File: src/rtl/adder_result_capture.sv
// Registered first-word-fall-through capture FIFO for carry-skip adder results,
// with sticky overflow flag and saturating overflow counter. Optional: ADDER_RESULT_SATURATE_EN.
module adder_result_capture #(
    parameter int N     = 32,
    parameter int DEPTH = 4,
    parameter int CNT_W = 16
) (
    input  logic                       clk,
    input  logic                       rst,
    input  logic                       in_valid,
    output logic                       in_ready,
    input  logic [N-1:0]               in_sum,
    input  logic                       in_cout,
    input  logic                       in_ovf,
    output logic                       out_valid,
    input  logic                       out_ready,
    output logic [N-1:0]               out_sum,
    output logic                       out_cout,
    output logic                       out_ovf,
    output logic [$clog2(DEPTH):0]     level,
    output logic                       sticky_ovf,
    output logic [CNT_W-1:0]           ovf_count,
    input  logic                       clr_status
);

    localparam int PW = $clog2(DEPTH);
    localparam int LW = PW + 1;

    typedef struct packed {
        logic [N-1:0] sum;
        logic         cout;
        logic         ovf;
    } entry_t;

    entry_t        mem [DEPTH];
    entry_t        wr_entry;
    entry_t        head;
    logic [PW-1:0] wr_ptr;
    logic [PW-1:0] rd_ptr;
    logic          push;
    logic          pop;

    // Full check uses only the level register, so a full FIFO refuses a push even while popping.
    assign in_ready  = (level != LW'(DEPTH)) && !rst;
    assign out_valid = (level != '0);
    assign push      = in_valid && in_ready;
    assign pop       = out_valid && out_ready;

    always_comb begin
        wr_entry.sum  = in_sum;
        wr_entry.cout = in_cout;
        wr_entry.ovf  = in_ovf;
`ifdef ADDER_RESULT_SATURATE_EN
        if (in_ovf) begin
            wr_entry.sum = in_sum[N-1] ? {1'b0, {(N-1){1'b1}}} : {1'b1, {(N-1){1'b0}}};
        end
`endif
    end

    // NOTE: the array is reset because out_* must read 0 after reset and it is only DEPTH entries deep.
    always_ff @(posedge clk or posedge rst) begin
        if (rst) begin
            for (int i = 0; i < DEPTH; i++) begin
                mem[i] <= '0;
            end
        end else if (push) begin
            mem[wr_ptr] <= wr_entry;
        end
    end

    always_ff @(posedge clk or posedge rst) begin
        if (rst) begin
            wr_ptr <= '0;
            rd_ptr <= '0;
            level  <= '0;
        end else begin
            if (push) wr_ptr <= wr_ptr + PW'(1);
            if (pop)  rd_ptr <= rd_ptr + PW'(1);
            case ({push, pop})
                2'b10:   level <= level + LW'(1);
                2'b01:   level <= level - LW'(1);
                default: level <= level;
            endcase
        end
    end

    assign head     = mem[rd_ptr];
    assign out_sum  = head.sum;
    assign out_cout = head.cout;
    assign out_ovf  = head.ovf;

    // An overflow push in the same cycle as a clear wins over the clear.
    always_ff @(posedge clk or posedge rst) begin
        if (rst) begin
            sticky_ovf <= 1'b0;
            ovf_count  <= '0;
        end else if (push && in_ovf) begin
            sticky_ovf <= 1'b1;
            if (clr_status) begin
                ovf_count <= CNT_W'(1);
            end else if (ovf_count != '1) begin
                ovf_count <= ovf_count + CNT_W'(1);
            end
        end else if (clr_status) begin
            sticky_ovf <= 1'b0;
            ovf_count  <= '0;
        end
    end

endmodule

File: config.mk
export PLATFORM = sky130hd
export DESIGN_NAME = adder_result_capture
export DESIGN_NICKNAME = d
export VERILOG_FILES = /design/src/rtl/adder_result_capture.sv
export SDC_FILE = /design/constraint.sdc
export NUM_CORES = 1
export LEC_CHECK = 0
export BUFFER_PORTS_ARGS = -buffer_cell sky130_fd_sc_hd__buf_4
export CELL_PAD_IN_SITES_DETAIL_PLACEMENT = 1
export CELL_PAD_IN_SITES_GLOBAL_PLACEMENT = 1
export CORE_MARGIN = 2
export CORE_UTILIZATION = 53
export DETAILED_ROUTE_END_ITERATION = 7
export PLACE_DENSITY = 0.88
export SKIP_LAST_GASP = 1
export SLEW_MARGIN = 10
export SYNTH_ARGS = -nofsm -noshare
export SYNTH_HDL_FRONTEND = slang
export SYNTH_SLANG_ARGS = --single-unit
export TNS_END_PERCENT = 30
File: constraint.sdc
create_clock -name clk -period 18.25 [get_ports clk]
set_input_delay 4.5625 -clock clk [delete_from_list [all_inputs] [get_ports clk]]
set_output_delay 4.5625 -clock clk [all_outputs]
set_load 0.05 [all_outputs]
==> summary.md <==
| Metric | Value |
|---|---|
| Sequential cell area | 0.00401 sq mm |
| Post-synth top area share | 50.7% |
| F_max | 104 MHz |
| RePlAce Congestion | 0.833 |
| Drt first pass iters | 4 |
| Area of the multi-input gates | 0.00355 sq mm |
| Port buffer count | 94 |
| Post-CTS Hold Fix Bufs | 0 |
| RR Endpoint | level[2]$_DFFE_PP0P_ |
| Antenna diodes | 0 |
| Critical Path Sink Type | primary output |
| Final Hold Viols | 0 |
| Final setup vio count | 0 |
| Final clock skew | 0.00685 ns |
| Die area | 0.0159 sq mm |
| Vias in the first global route | 5070 |
| WL/cell | 23.5 um |
| TritonCTS buffer count | 17 |
| Die height | 126 um |
| Most common library cells after synthesis | dfrtp_1 (160), mux2_4 (120), mux4_2 (34) |
| Die Width | 126 um |
| R2R cell count | 9 |
| Post-CTS Setup Inserts | 0 |
| Antenna Nets Post-Route | 0 |
| # fillers | 1315 |
| DP Wirelength | 11.3 mm |
| Placed cell areas | 0.00855 sq mm |
| Yosys reg bits | 160 |
| Worst-Margin Slew | 1.05 ns |
| # resized after CTS | 0 |
| Main synth FF type | dfrtp_1 |
| Number of nets in the layout | 609 |
| GRT Total Usage | 24.3% |
| Pin count of the biggest net entering global routing | 82 |
| Remaining DRCs | 0 |
| Cell Pwr Density | 212 mW/mm^2 |
| Seq/Total Area, Yosys | 50.7% |
| Slew Limit Fails | 0 |
| First-pass GRT wire length | 29.6 mm |
| Detailed-route wire length | 17.8 mm |
| Yosys top cell by area | dfrtp_1 |
| Crit path arrival time | 5.01 ns |
| Setup Total Neg Slack | 0 ns |
| Count leader, synth | dfrtp_1 |
| Row cnt | 44 |
| Layout Utilization | 62.6% |
| Synthesized area per cell | 16.8 sq um |
| Final Cycle Share | 52.4% |
| EDFF count, synth | 0 |
| DR vias | 4369 |
| GR Overflow Total | 0 |
| Ports | 95 |
| Final instance area | 0.00910 sq mm |
| End point of the critical path | in_ready |
| Worst setup SP type | input pin |
| Initial antenna violation count | 0 |
| Area contributors post-synth | dfrtp_1 (51%), mux2_4 (23%), mux4_2 (9.7%) |
| CTS root buf | clkbuf_16 |
| CTS sink cnt | 160 |
| Area Growth Syn to Fin | 15.2% |
| Mapped Nets | 517 |
| Skew-Pair Late Insertion Delay | 0.43 ns |
| R2R Path Start | level[0]$_DFFE_PP0P_ |
| Leakage | 4.42 nW |
| Synth unique cells | 47 |
| Core Area | 0.0145 sq mm |
| Max-cap violation count | 0 |
| RSZ-0062 raised after global routing | false |
| Starting Density | 54.3% |
| CTS Buffer Depth | 2 |
| Crit-path max FO | 4 |
| Ys async rst share | 100% |
| Synth Cell Area | 0.00790 sq mm |
| Tot Pwr | 0.00193 W |
| Worst path required time | 13.69 ns |
| Outcome | finished, final reports clean |
| Maximum vdd drop | 0.000106 V |
| Htree depth | 4 |
| WS Path Type | in -> out |
| Worst hold path class | reg -> reg |
| Critical path launch point | rst |
| Worst R2R Setup Slack | 15.83 ns |
| Period minus WS final | 9.57 ns |
| Drt initial violations | 254 |
| Rel. slew slack | 29.9% |
| Worst-path clk slew | 0.06 ns |
| Via density per instance | 5.76 |
| Cells after Synth | 471 |
| Share of layout cells above drive strength 1 | 53.7% |
| CTS tree | done |
| Ys Warns | 0 |
[registers in the layout, indices dropped and copies added (netlist names)]
| signal | count |
|---|---|
| mem | 136 |
| level | 3 |
| sticky_ovf | 1 |
| wr_ptr | 2 |
| rd_ptr | 2 |
| ovf_count | 16 |
[critical path, cell delays in order]
cell,delay (ns)
buf_4,0.13
nor2_1,0.10
buf_4,0.21
[cell usage in the layout (no fill, tap or decap), types with 3 or more instances in the layout]
| cell | n |
|---|---|
| buf_4 | 96 |
| clkinv_2 | 6 |
| nand3_1 | 4 |
| xnor2_1 | 4 |
| a21oi_1 | 7 |
| a21boi_0 | 3 |
| a31oi_1 | 6 |
| xor2_1 | 4 |
| and3_1 | 3 |
| nor3_1 | 6 |
| mux2_4 | 120 |
| and4_1 | 4 |
| mux2_2 | 18 |
| nor2_1 | 8 |
| nand2_8 | 4 |
| o21ai_0 | 3 |
| inv_1 | 8 |
| a211oi_1 | 3 |
| clkbuf_16 | 17 |
| mux4_2 | 34 |
| dfrtp_1 | 158 |
| nand2_1 | 12 |
| ha_1 | 6 |
| nand4_1 | 3 |
| clkbuf_8 | 4 |
[per-stage QoR]
step                instances  hold slack, ns  worst slack [ns]
floorplan                 471           0.474              8.47
global placement          728           0.472              8.68
detailed placement        728           0.474              8.68
CTS                       758           0.489              8.67
global route              758           0.505              8.64
finish                    758           0.481              8.68
[cell families after synthesis]
group / Yosys count / share of synthesized area (%)
XOR/XNOR: 8 / 0.887
adder cells (fa/ha/maj): 7 / 1.20
flip-flops: 160 / 50.7
buffers and inverters: 32 / 4.26
AND/OR/NAND/NOR: 61 / 5.15
multiplexers: 174 / 35.3
AO/OA/AOI/OAI: 29 / 2.44
[area by class of cell]
type / instances / area share (%)
clock inverter: 7 / 0.660
multi-input combinational: 279 / 39.1
timing repair buffer: 96 / 7.92
inverter: 9 / 0.426
tap: 184 / 2.53
sequential: 160 / 44.0
clock buffer: 23 / 5.36
[power breakdown]
group          switching, W  leakage (nW)  internal, W  total, W
logic              0.000489          2.18     0.000453  0.000943
clock network      0.000139         0.278     0.000199  0.000338
registers          0.000132          1.96     0.000516  0.000648
total              0.000760          4.42      0.00117   0.00193
[metal layers]
metal | part of all wire, % | GRT usage [%]
met1 | 44 | 31.5
met2 | 52 | 41.7
met3 | 2.9 | 5.69
met4 | 1.1 | 6.14
met5 | 0 | 0
[worst min path at each step]
stage,startpoint,endpoint,slack [ns],cells past startpoint
floorplan,mem[34]$_DFFE_PP0P_,mem[34]$_DFFE_PP0P_,0.47,1
finish,sticky_ovf$_DFFE_PP0P_,sticky_ovf$_DFFE_PP0P_,0.48,1
CTS,sticky_ovf$_DFFE_PP0P_,sticky_ovf$_DFFE_PP0P_,0.49,1
global placement,sticky_ovf$_DFFE_PP0P_,sticky_ovf$_DFFE_PP0P_,0.47,1
global route,sticky_ovf$_DFFE_PP0P_,sticky_ovf$_DFFE_PP0P_,0.50,1
detailed placement,sticky_ovf$_DFFE_PP0P_,sticky_ovf$_DFFE_PP0P_,0.47,1
Power figures use the tool's default switching activity.
